--- src/rtl/mult_div_pkg.sv ---
// Shared definitions for the multicycle multiply/divide unit:
// state encoding, iteration count and Booth recoding pairs.
package mult_div_pkg;

   typedef enum logic [2:0] {
      S_IDLE,
      S_MULT,
      S_DIV,
      S_FIX,
      S_DONE,
      S_DZ
   } state_e;

   localparam int ITER_COUNT = 32;
   localparam int CNT_W      = 6;

   // {LO[0], q-1} pairs that trigger an add or subtract of A
   localparam logic [1:0] BOOTH_ADD = 2'b01;
   localparam logic [1:0] BOOTH_SUB = 2'b10;

endpackage

--- src/rtl/mult_div_unit_restoring_div_step.sv ---
// One restoring-division step on magnitudes: shift {rem, quo}
// left, trial-subtract the divisor, keep or restore.
module restoring_div_step #(
   parameter int WIDTH = 32
) (
   input  logic [WIDTH-1:0] rem_i,
   input  logic [WIDTH-1:0] quo_i,
   input  logic [WIDTH-1:0] dvsr_i,
   output logic [WIDTH-1:0] rem_o,
   output logic [WIDTH-1:0] quo_o
);

   logic [WIDTH:0] shifted;
   logic [WIDTH:0] diff;

   // shift in the next dividend bit, subtract, pick result
   always_comb begin
      shifted = {rem_i, quo_i[WIDTH-1]};
      diff    = shifted - {1'b0, dvsr_i};
      if (!diff[WIDTH]) begin
         rem_o = diff[WIDTH-1:0];
         quo_o = {quo_i[WIDTH-2:0], 1'b1};
      end else begin
         rem_o = shifted[WIDTH-1:0];
         quo_o = {quo_i[WIDTH-2:0], 1'b0};
      end
   end

endmodule

--- src/rtl/mult_div_unit.sv ---
// Multicycle signed multiply (radix-2 Booth) and divide
// (restoring, on magnitudes) feeding the HI/LO registers.
module mult_div_unit
   import mult_div_pkg::*;
#(
   parameter int WIDTH = ITER_COUNT
) (
   input  logic             clk,
   input  logic             reset,
   input  logic             mult_start,
   input  logic             div_start,
   input  logic [WIDTH-1:0] A,
   input  logic [WIDTH-1:0] B,
   output logic [WIDTH-1:0] HI_out,
   output logic [WIDTH-1:0] LO_out,
   output logic             busy,
   output logic             done,
   output logic             divzero
);

   localparam logic [CNT_W-1:0] LAST = CNT_W'(WIDTH - 1);

   state_e             state_q, state_d;
   logic [CNT_W-1:0]   cnt_q, cnt_d;
   logic [WIDTH-1:0]   mcand_q, mcand_d;
   logic [2*WIDTH:0]   prod_q, prod_d;
   logic [WIDTH-1:0]   rem_q, rem_d;
   logic [WIDTH-1:0]   quo_q, quo_d;
   logic [WIDTH-1:0]   dvsr_q, dvsr_d;
   logic               sa_q, sa_d;
   logic               sb_q, sb_d;
   logic [WIDTH-1:0]   hi_q, hi_d;
   logic [WIDTH-1:0]   lo_q, lo_d;
   logic               busy_q, busy_d;
   logic               done_q, done_d;
   logic               dz_q, dz_d;

   logic [WIDTH:0]     hi_ext;
   logic [WIDTH:0]     a_ext;
   logic [WIDTH:0]     sum;
   logic [2*WIDTH:0]   prod_nxt;
   logic [WIDTH-1:0]   step_rem;
   logic [WIDTH-1:0]   step_quo;

   restoring_div_step #(
      .WIDTH (WIDTH)
   ) u_step (
      .rem_i  (rem_q),
      .quo_i  (quo_q),
      .dvsr_i (dvsr_q),
      .rem_o  (step_rem),
      .quo_o  (step_quo)
   );

   // Booth step; the add is one bit wider so the shift-in
   // bit is the true sign even when +/-A overflows WIDTH bits
   always_comb begin
      hi_ext = {prod_q[2*WIDTH], prod_q[2*WIDTH:WIDTH+1]};
      a_ext  = {mcand_q[WIDTH-1], mcand_q};
      case (prod_q[1:0])
         BOOTH_ADD: sum = hi_ext + a_ext;
         BOOTH_SUB: sum = hi_ext - a_ext;
         default:   sum = hi_ext;
      endcase
      prod_nxt = {sum, prod_q[WIDTH:1]};
   end

   // next-state, datapath and registered output decode
   always_comb begin
      state_d = state_q;
      cnt_d   = cnt_q;
      mcand_d = mcand_q;
      prod_d  = prod_q;
      rem_d   = rem_q;
      quo_d   = quo_q;
      dvsr_d  = dvsr_q;
      sa_d    = sa_q;
      sb_d    = sb_q;
      hi_d    = hi_q;
      lo_d    = lo_q;
      case (state_q)
         S_IDLE: begin
            if (mult_start) begin
               mcand_d = A;
               prod_d  = {{WIDTH{1'b0}}, B, 1'b0};
               cnt_d   = '0;
               state_d = S_MULT;
            end else if (div_start) begin
               if (B != '0) begin
                  rem_d   = '0;
                  quo_d   = A[WIDTH-1] ? -A : A;
                  dvsr_d  = B[WIDTH-1] ? -B : B;
                  sa_d    = A[WIDTH-1];
                  sb_d    = B[WIDTH-1];
                  cnt_d   = '0;
                  state_d = S_DIV;
               end else begin
                  state_d = S_DZ;
               end
            end
         end
         S_MULT: begin
            prod_d = prod_nxt;
            cnt_d  = cnt_q + CNT_W'(1);
            if (cnt_q == LAST) begin
               hi_d    = prod_nxt[2*WIDTH:WIDTH+1];
               lo_d    = prod_nxt[WIDTH:1];
               state_d = S_DONE;
            end
         end
         S_DIV: begin
            rem_d = step_rem;
            quo_d = step_quo;
            cnt_d = cnt_q + CNT_W'(1);
            if (cnt_q == LAST) begin
               state_d = S_FIX;
            end
         end
         S_FIX: begin
            lo_d    = (sa_q ^ sb_q) ? -quo_q : quo_q;
            hi_d    = sa_q ? -rem_q : rem_q;
            state_d = S_DONE;
         end
         S_DONE:  state_d = S_IDLE;
         S_DZ:    state_d = S_IDLE;
         default: state_d = S_IDLE;
      endcase
      busy_d = (state_d != S_IDLE);
      done_d = (state_d == S_DONE);
      dz_d   = (state_d == S_DZ);
   end

   // all state and output registers
   always_ff @(posedge clk or negedge reset) begin
      if (!reset) begin
         state_q <= S_IDLE;
         cnt_q   <= '0;
         mcand_q <= '0;
         prod_q  <= '0;
         rem_q   <= '0;
         quo_q   <= '0;
         dvsr_q  <= '0;
         sa_q    <= 1'b0;
         sb_q    <= 1'b0;
         hi_q    <= '0;
         lo_q    <= '0;
         busy_q  <= 1'b0;
         done_q  <= 1'b0;
         dz_q    <= 1'b0;
      end else begin
         state_q <= state_d;
         cnt_q   <= cnt_d;
         mcand_q <= mcand_d;
         prod_q  <= prod_d;
         rem_q   <= rem_d;
         quo_q   <= quo_d;
         dvsr_q  <= dvsr_d;
         sa_q    <= sa_d;
         sb_q    <= sb_d;
         hi_q    <= hi_d;
         lo_q    <= lo_d;
         busy_q  <= busy_d;
         done_q  <= done_d;
         dz_q    <= dz_d;
      end
   end

   assign HI_out  = hi_q;
   assign LO_out  = lo_q;
   assign busy    = busy_q;
   assign done    = done_q;
   assign divzero = dz_q;

endmodule

--- config.mk ---
export PLATFORM = sky130hd
export DESIGN_NAME = mult_div_unit
export DESIGN_NICKNAME = d
export VERILOG_FILES = /design/src/rtl/mult_div_pkg.sv /design/src/rtl/mult_div_unit_restoring_div_step.sv /design/src/rtl/mult_div_unit.sv
export SDC_FILE = /design/constraint.sdc
export NUM_CORES = 1
export LEC_CHECK = 0
export CAP_MARGIN = 20
export CORE_MARGIN = 4
export CORE_UTILIZATION = 45
export DETAILED_ROUTE_END_ITERATION = 10
export PLACE_DENSITY_LB_ADDON = 0.05
export SETUP_SLACK_MARGIN = 0.15
export SLEW_MARGIN = 20
export SYNTH_ARGS = -nofsm -noshare
export SYNTH_HDL_FRONTEND = slang
export SYNTH_SLANG_ARGS = --single-unit
--- constraint.sdc ---
create_clock -name clk -period 5.2 [get_ports clk]
set_input_delay 1.04 -clock clk [delete_from_list [all_inputs] [get_ports clk]]
set_output_delay 1.04 -clock clk [all_outputs]
set_load 0.01 [all_outputs]
==> impl_metrics.toml, run 1 <==
[status]
status = "finished clean"

[yosys]
synth_edf_count = 0
async_flop_share_pct = 100
postSynthAreaPerCell_sq_um = 8.60
synth-seq-cells = 271
synth_top_area_share_pct = 37.0
synthTopCellsByArea = "dfrtp_1 37%, o21ai_0 6.7%, nand2_1 5.2%"
synth_ff_type = "dfrtp_1"
synth_cell_type_count = 76
postSynthCellCount = 2132
synth-seq-area-share_pct = 37.0
yosysWarnings = 0
synth_largest_area_cell = "dfrtp_1"
synth_fp_nets = 2273
syn_area_sq_um = 18300

[clocking]
clockBufferDepth = 3
cts_root_buf = "clkbuf_16"
cts_made_buffers = 35
cts_sinks = 271
clock_latency_ns = 0.55
h-tree-depth = 2
clk_pin_slew_ns = 0.06
cts_tree = "yes"

[cells_and_area]
instances_no_fill = 2756
final_util_pct = 53.1
syn2layout_area_growth_pct = 15.8
layout_commonest_cell = "dfrtp_1"
num-fill-cells = 3826
drive_gt1_share_pct = 6.68
final_cell_mix = "271 x dfrtp_1, 251 x nand2_1, 244 x o21ai_0"
diodes = 0
final_nets = 2347

[timing]
clock_skew_ns = 0.0143
layout_setup_ws_ns = 0.523
worst_hold_slack_ns = 0.484
rsz0062_at_grt = "no"
setup_viol = 0
hold_viol = 0
worst_pin_slew_ns = 1.06
drv_slew = 0
setup_tns_ns = 0
relSlewSlack_pct = 29.1
min_period_over_period_pct = 89.9
fmax_ghz = 0.214
period_needed_ns = 4.68

[critical_path]
arrival_ns = 5.16
reg2reg_depth = 15
rr_startpoint = "mcand_q[3]"
max_stage_delay_ns = 0.45
cp-startpoint = "mcand_q[3]"
path_common_cell = "a21o_1"
start_kind = "flip-flop"
slowest_stage = "nor3_1"
r2r_end = "HI_out[31]"
r2r_setup_slack_ns = 0.52
worstPathRequired_ns = 5.68
path_class = "reg2reg"
crit_path_end_kind = "flip-flop"
crit_fanout = 6
worstSetupEndpoint = "HI_out[31]"
worstPathCellList = "nor4_2, nand2_1, nor3_1, a21oi_1, xnor2_1, ha_1, a21o_1, a21o_1, a221oi_1, a2bb2oi_1, nand3b_1, o31a_1, mux2i_1, or4_1, nand3_1"

[detailed_routing]
drt-total-wl_um = 60000
first_pass_iters = 6
wire_per_inst_um = 21.8
vias = 16483
drc = 0
viasPerCell = 5.98
ant_nets = 0
drt_iter0_markers = 1355

[floorplanning]
ios = 135
dieArea_sq_um = 44000
start_util_pct = 45.8
rows = 73
die_w_um = 210
core_area_sq_um = 40000
die_h_um = 210

[placed_design]
place_hpwl_um = 44100
place_ws_ns = 0.402
place_congestion = 0.906
dp_cells = 2694
port_buffers = 134

[worst_hold_path]
worstHoldStart = "dvsr_q[25]"
hold_path_class = "reg2reg"

[job]
drv_cap = 0

[grt]
grt_pass1_vias = 15851
antenna_found_initial = 0
grt_use_total_pct = 26.8
grt_overflow = 0
grt_max_degree = 89
grt_pass1_wl_um = 94000

[power]
ir_drop_mv = 0.334
power.density_nw_per_um2 = 811
p_leak_nw = 9.18
## Yosys cell counts (6+ instances only)
master      n
o21ai_0   244
a41oi_1    11
and3_1      9
mux2i_1    65
o41ai_1    12
nand2_1   255
a211o_1    11
o21a_1     15
nor2_1    133
a21o_1     31
nand4_1    15
or3_1      25
inv_1      74
dfrtp_1   271
nand3_1    73
ha_1       71
nor3_1     38
xor2_1     84
buf_1      14
buf_2      10
or4_1      21
a21oi_1    99
nor4_1     13
o21bai_1    8
a211oi_1   16
nor3b_1     6
a22oi_1    15
mux2_2     37
a221o_1    13
a31oi_1    63
and2_1     13
xnor2_1   106
o211ai_1   22
nand3b_1    8
nor2b_1    14
clkbuf_1   98
nand2b_1   20
o31ai_1    39
## flip-flops by register name, summed over array words and instances, names as in the netlist
name and cells:
prod_q 65, HI_out 32, LO_out 32, dvsr_q 32
mcand_q 32, quo_q 32, rem_q 32, cnt_q 6
state_q 3, busy 1, divzero 1, done 1
sa_q 1, sb_q 1
## final cells by class
class	instances	area [sq um]	area share (%)
Sequential cell	271	6780	31.9
Clock buffer	49	998	4.70
Timing Repair Buffer	162	1580	7.43
Multi-Input combinational cell	1661	10800	50.9
Clock inverter	13	133	0.625
Tap cell	525	657	3.09
Inverter	75	282	1.33
## metrics by stage
stage / cell area (sq um) / power [W]
after CTS: 21200 / 0.0172
after global routing: 21200 / 0.0186
after detailed placement: 20100 / 0.0147
final: 21200 / 0.0172
after floorplan: 18300 / 0.0115
after global placement: 20100 / 0.0146
## kinds of logic after synthesis
kind of cell	synth area share, %
XOR/XNOR	9.08
AO/OA/AOI/OAI	21.4
flip-flops	37.0
adder cells (fa/ha/maj)	5.07
buffers and inverters	4.25
multiplexers	5.82
AND/OR/NAND/NOR	17.3
## routing by layer
layer | part of all wire [%] | GRT usage [%]
met3 | 5.4 | 3.75
met5 | 0 | 0
met1 | 46 | 38.8
met4 | 2.5 | 6.75
met2 | 46 | 42.4
## worst min path at each step
stage	end	slack (ns)	cells past startpoint
2_1_floorplan	dvsr_q[17]	0.45	2
3_5_place_dp	dvsr_q[25]	0.48	2
3_3_place_gp	dvsr_q[29]	0.47	2
4_1_cts	cnt_q[5]	0.49	1
5_1_grt	dvsr_q[19]	0.52	2
6_report	dvsr_q[25]	0.48	2
## worst max-delay path: cells and delay by family (launching register included)
family	cells	cell delay [ns]
AOI/OAI and AO/OA	6	1.62
xor gates and xnor gates	1	0.30
adders and majority gates	1	0.36
DFF	1	0.43
muxes	1	0.17
and+or+nand+nor	6	1.75
## power by group
part	switching [W]	internal, W	leakage, nW	total (W)
sequential	0.00109	0.00310	3.30	0.00419
combinational	0.00617	0.00443	5.31	0.0106
clock	0.000991	0.00145	0.560	0.00244
## repair_timing
action,in CTS,in global routing
endpoints found under the setup margin,0,6
hold buffers,0,0
gates resized for setup,0,1
buffers inserted,0,0
(Power assumes the default switching activity.)
==> run 2: changes to the inputs <==
CTS_CLUSTER_SIZE = 10   (was default)
==> run 2 against run 1 <==
Compared with the run above:
- total power shrank 0.71%
- flip-flop and latch count did not move
- die area did not move
- setup slack better by 0.015 ns
- wire length about the same
- highest routed layer unchanged
- cell count fell by 0.40%
- register-to-register slack barely moved
==> impl_metrics.toml, run 2 (synthesized netlist as in run 1, its figures left out) <==
[clocking]
clk_pin_slew_ns = 0.05
ctsResizeCount = 0
h-tree-depth = 2
post-cts-setup-buffers = 0
cts_root_buf = "clkbuf_16"
cts_made_buffers = 35
cts_tree = "yes"
cts_sinks = 271
clock_latency_ns = 0.54
hold_buffers = 0
clockBufferDepth = 3

[grt]
grt_overflow = 0
antenna_found_initial = 0
grt_max_degree = 89
grt_pass1_vias = 15827
grt_pass1_wl_um = 93800
grt_use_total_pct = 26.7

[power]
power_w = 0.0171
ir_drop_mv = 0.355
power.density_nw_per_um2 = 808
p_leak_nw = 9.14

[cells_and_area]
top_register = "prod_q"
final_nets = 2347
layout_commonest_cell = "dfrtp_1"
diodes = 0
instances_no_fill = 2745
design_area_sq_um = 21200
drive_gt1_share_pct = 6.26
num-fill-cells = 3836
final_cell_mix = "271 x dfrtp_1, 251 x nand2_1, 244 x o21ai_0"
largest_reg_flops = 65
syn2layout_area_growth_pct = 15.5

[floorplanning]
dieArea_sq_um = 44000
rows = 73
core_area_sq_um = 40000
start_util_pct = 45.8
ios = 135
die_w_um = 210
die_h_um = 210

[placed_design]
place_hpwl_um = 44100
place_congestion = 0.906
place_area_sq_um = 20100
dp_cells = 2694
port_buffers = 134

[timing]
clock_skew_ns = 0.0142
hold_viol = 0
worst_pin_slew_ns = 1.07
period_needed_ns = 4.66
min_period_over_period_pct = 89.6
drv_slew = 0
fmax_ghz = 0.215
relSlewSlack_pct = 28.5
setup_viol = 0
worst_hold_slack_ns = 0.484
rsz0062_at_grt = "no"
setup_tns_ns = 0

[detailed_routing]
vias = 16421
viasPerCell = 5.98
ant_nets = 0
drt-total-wl_um = 60000
first_pass_iters = 5
wire_per_inst_um = 21.8
drc = 0
drt_iter0_markers = 1355

[critical_path]
r2r_setup_slack_ns = 0.54
worstSetupEndpoint = "HI_out[31]"
start_kind = "flip-flop"
r2r_end = "HI_out[31]"
worstPathRequired_ns = 5.68
reg2reg_depth = 15
crit_fanout = 6
path_class = "reg2reg"
arrival_ns = 5.14
cp-startpoint = "mcand_q[3]"
crit_path_end_kind = "flip-flop"
rr_startpoint = "mcand_q[3]"

[status]
status = "finished clean"

[worst_hold_path]
hold_path_class = "reg2reg"

[job]
drv_cap = 0
[run 2: cell count changes in the layout (fill, tap and decap cells not counted), moves of 2 or more]
cell | previous run | this run
clkinv_2 | 6 | 1
inv_6 | 4 | 0
clkbuf_16 | 35 | 37
clkbuf_8 | 7 | 5
[run 2: worst min-delay path by stage]
stage	from	slack (ns)	cells past startpoint	to
after detailed placement	dvsr_q[25]	0.48	2	dvsr_q[25]
after CTS	cnt_q[5]	0.49	1	cnt_q[5]
after global routing	dvsr_q[19]	0.52	2	dvsr_q[19]
after floorplan	dvsr_q[17]	0.45	2	dvsr_q[17]
final	dvsr_q[27]	0.48	2	dvsr_q[27]
after global placement	dvsr_q[29]	0.47	2	dvsr_q[29]
[run 2: final cells by class]
cell class,instances,area [sq um],share of cell area [%]
clock buffer,48,1020,4.81
clock inverter,3,43.8,0.207
inverter,75,282,1.33
multi-input combinational,1661,10800,51.0
sequential,271,6780,32.1
tap,525,657,3.10
timing repair buffer,162,1580,7.45
[run 2: power by group]
part | total, W | internal (W) | switching (W)
combinational | 0.0106 | 0.00443 | 0.00615
sequential | 0.00419 | 0.00310 | 0.00109
clock | 0.00233 | 0.00140 | 0.000936
total | 0.0171 | 0.00892 | 0.00817
[run 2: routing by layer]
metal / up-vias / global-route usage (%) / wire, um
met2: 455 / 42.6 / 27800
met1: 8082 / 38.6 / 27500
li1: 7815 / - / -
met4: 0 / 6.19 / 1340
met5: - / 0 / 0
met3: 69 / 3.92 / 3360
[run 2: worst max-delay path, cell delays in order, from the launching register on]
cell and delay [ns]:
dfrtp_1 0.43, nor4_2 0.42, nand2_1 0.19, nor3_1 0.46, a21oi_1 0.17, xnor2_1 0.28
ha_1 0.36, a21o_1 0.20, a21o_1 0.16, a221oi_1 0.36, a2bb2oi_1 0.39, nand3b_1 0.18
o31a_1 0.33, mux2i_1 0.17, or4_1 0.42, nand3_1 0.09
[run 2: through the flow]
stage / setup slack [ns] / utilization [%]
5_1_grt: 0.169 / 52.9
3_5_place_dp: 0.402 / 50.2
3_3_place_gp: 0.514 / 50.2
4_1_cts: 0.403 / 52.9
2_1_floorplan: 1.05 / -
6_report: 0.538 / 52.9
==> run 3: changes to the inputs <==
CORE_ASPECT_RATIO = 1.5   (was default)
SKIP_LAST_GASP = 1   (was default)
==> run 3 against run 2 <==
Compared with the run above:
- sequential power about the same
- die area up 0.15%
- sequential share of layout area up 0.16 points
- final area down 0.50%
- setup slack worse by 0.010 ns
- clock skew up 0.00057 ns
- critical path type unchanged
- largest cell class unchanged
==> impl_metrics.toml, run 3 (synthesized netlist as in run 1, its figures left out) <==
[status]
status = "finished clean"

[critical_path]
worstSetupEndpoint = "HI_out[31]"
cp-startpoint = "mcand_q[2]"
reg2reg_depth = 16
worst-path-stages = 16
path_class = "reg2reg"
path_buf_inv = 1
r2r_setup_slack_ns = 0.53
slowest_stage = "nor4_1"
r2r_end = "HI_out[31]"
worstPathCellList = "nor4_1, nand2_1, nor3_1, buf_4, a21oi_1, xnor2_1, ha_1, a21o_1, a21o_1, a221oi_1, a2bb2oi_1, nand3b_1, o31a_1, mux2i_1, or4_1, nand3_1"
crit_fanout = 6
path_common_cell = "a21o_1"
crit_path_end_kind = "flip-flop"
max_stage_delay_ns = 0.55
start_kind = "flip-flop"
worstPathRequired_ns = 5.65
arrival_ns = 5.13
rr_startpoint = "mcand_q[2]"
cp_top_family = "simple AND/OR/NAND/NOR gates"

[floorplanning]
start_util_pct = 45.6
rows = 90
die_h_um = 255
die_w_um = 173
dieArea_sq_um = 44100
ios = 135
core_area_sq_um = 40200

[cells_and_area]
top_register = "prod_q"
final_cell_mix = "271 x dfrtp_1, 251 x nand2_1, 244 x o21ai_0"
final_nets = 2345
largest_reg_flops = 65
syn2layout_area_growth_pct = 14.9
layout_commonest_cell = "dfrtp_1"
drive_gt1_share_pct = 6.09
instances_no_fill = 2723
diodes = 0

[detailed_routing]
drt_iter0_markers = 1029
drt-total-wl_um = 59300
viasPerCell = 5.96
wire_per_inst_um = 21.8
drc = 0
first_pass_iters = 7
ant_nets = 0
vias = 16238

[clocking]
hold_buffers = 0
clockBufferDepth = 3
cts_tree = "yes"
cts_root_buf = "clkbuf_16"
post-cts-setup-buffers = 0
h-tree-depth = 2
clock_latency_ns = 0.53
clk_pin_slew_ns = 0.06
ctsResizeCount = 0
cts_sinks = 271
cts_made_buffers = 34

[placed_design]
place_congestion = 0.936
port_buffers = 134
place_hpwl_um = 44800
dp_cells = 2674

[job]
drv_cap = 0

[timing]
setup_tns_ns = 0
relSlewSlack_pct = 27.6
min_period_over_period_pct = 89.8
rsz0062_at_grt = "no"
clock_skew_ns = 0.0148
hold_viol = 0
drv_slew = 0
setup_viol = 0
worst_pin_slew_ns = 1.09
fmax_ghz = 0.214
period_needed_ns = 4.67

[grt]
globalRouteMet1Util_pct = 34.1
grt_max_degree = 100
use_met2_pct = 46.3
grt-busiest-layer = "met2"
grt_pass1_wl_um = 91600
grtUsageMet3_pct = 2.48
grt_overflow = 0
grt_use_total_pct = 26.1
antenna_found_initial = 0
grt_pass1_vias = 15606

[power]
ir_drop_mv = 0.362
p_leak_nw = 9.09
power.density_nw_per_um2 = 800

[worst_hold_path]
hold_path_class = "reg2reg"
worstHoldStart = "dvsr_q[17]"
## run 3: cell types whose count changed in the layout (fill, tap and decap cells not counted), sizes merged
cell / delta
inv: +2
clkdlybuf4s50: +1
clkbuf: -3
buf: -2
clkinv: -1
## run 3: area by class of cell
cell class,instances,area [sq um]
Fill cell,3802,19100
Multi-Input combinational cell,1661,10800
Sequential cell,271,6780
Timing Repair Buffer,161,1560
Clock buffer,45,932
Tap cell,506,633
Inverter,75,282
Clock inverter,4,63.8
## run 3: worst min path at each step
stage	endpoint	depth (start not counted)
floorplan	dvsr_q[17]	2
global placement	dvsr_q[1]	2
detailed placement	dvsr_q[17]	2
CTS	dvsr_q[17]	2
global route	dvsr_q[17]	2
finish	dvsr_q[17]	2
## run 3: metrics by stage
stage               power [W]  instance area, sq um  setup slack [ns]  utilization [%]  hold slack, ns
detailed placement     0.0145                 20100             0.642             49.9           0.478
global placement       0.0145                 20100             0.741             49.9           0.468
global route           0.0182                 21100             0.228             52.4           0.520
floorplan              0.0115                 18300              1.05                -           0.450
finish                 0.0168                 21100             0.528             52.4           0.483
CTS                    0.0169                 21100             0.590             52.4           0.490
## run 3: power by group
| part | internal (W) | total (W) | switching, W |
|---|---|---|---|
| combinational | 0.00441 | 0.0104 | 0.00599 |
| sequential | 0.00310 | 0.00422 | 0.00112 |
| clock | 0.00130 | 0.00222 | 0.000917 |
| total | 0.00881 | 0.0168 | 0.00803 |
## run 3: per-layer routing
metal	part of all wire (%)	vias up
met5	0	-
met4	3.1	0
met3	3.9	78
met2	50	404
met1	43	7938
li1	-	7818
## run 3: worst min-delay path, cell delays in order, from the launching register on
cell,delay (ns)
dfrtp_1,0.34
nand2_1,0.04
o21ai_0,0.06
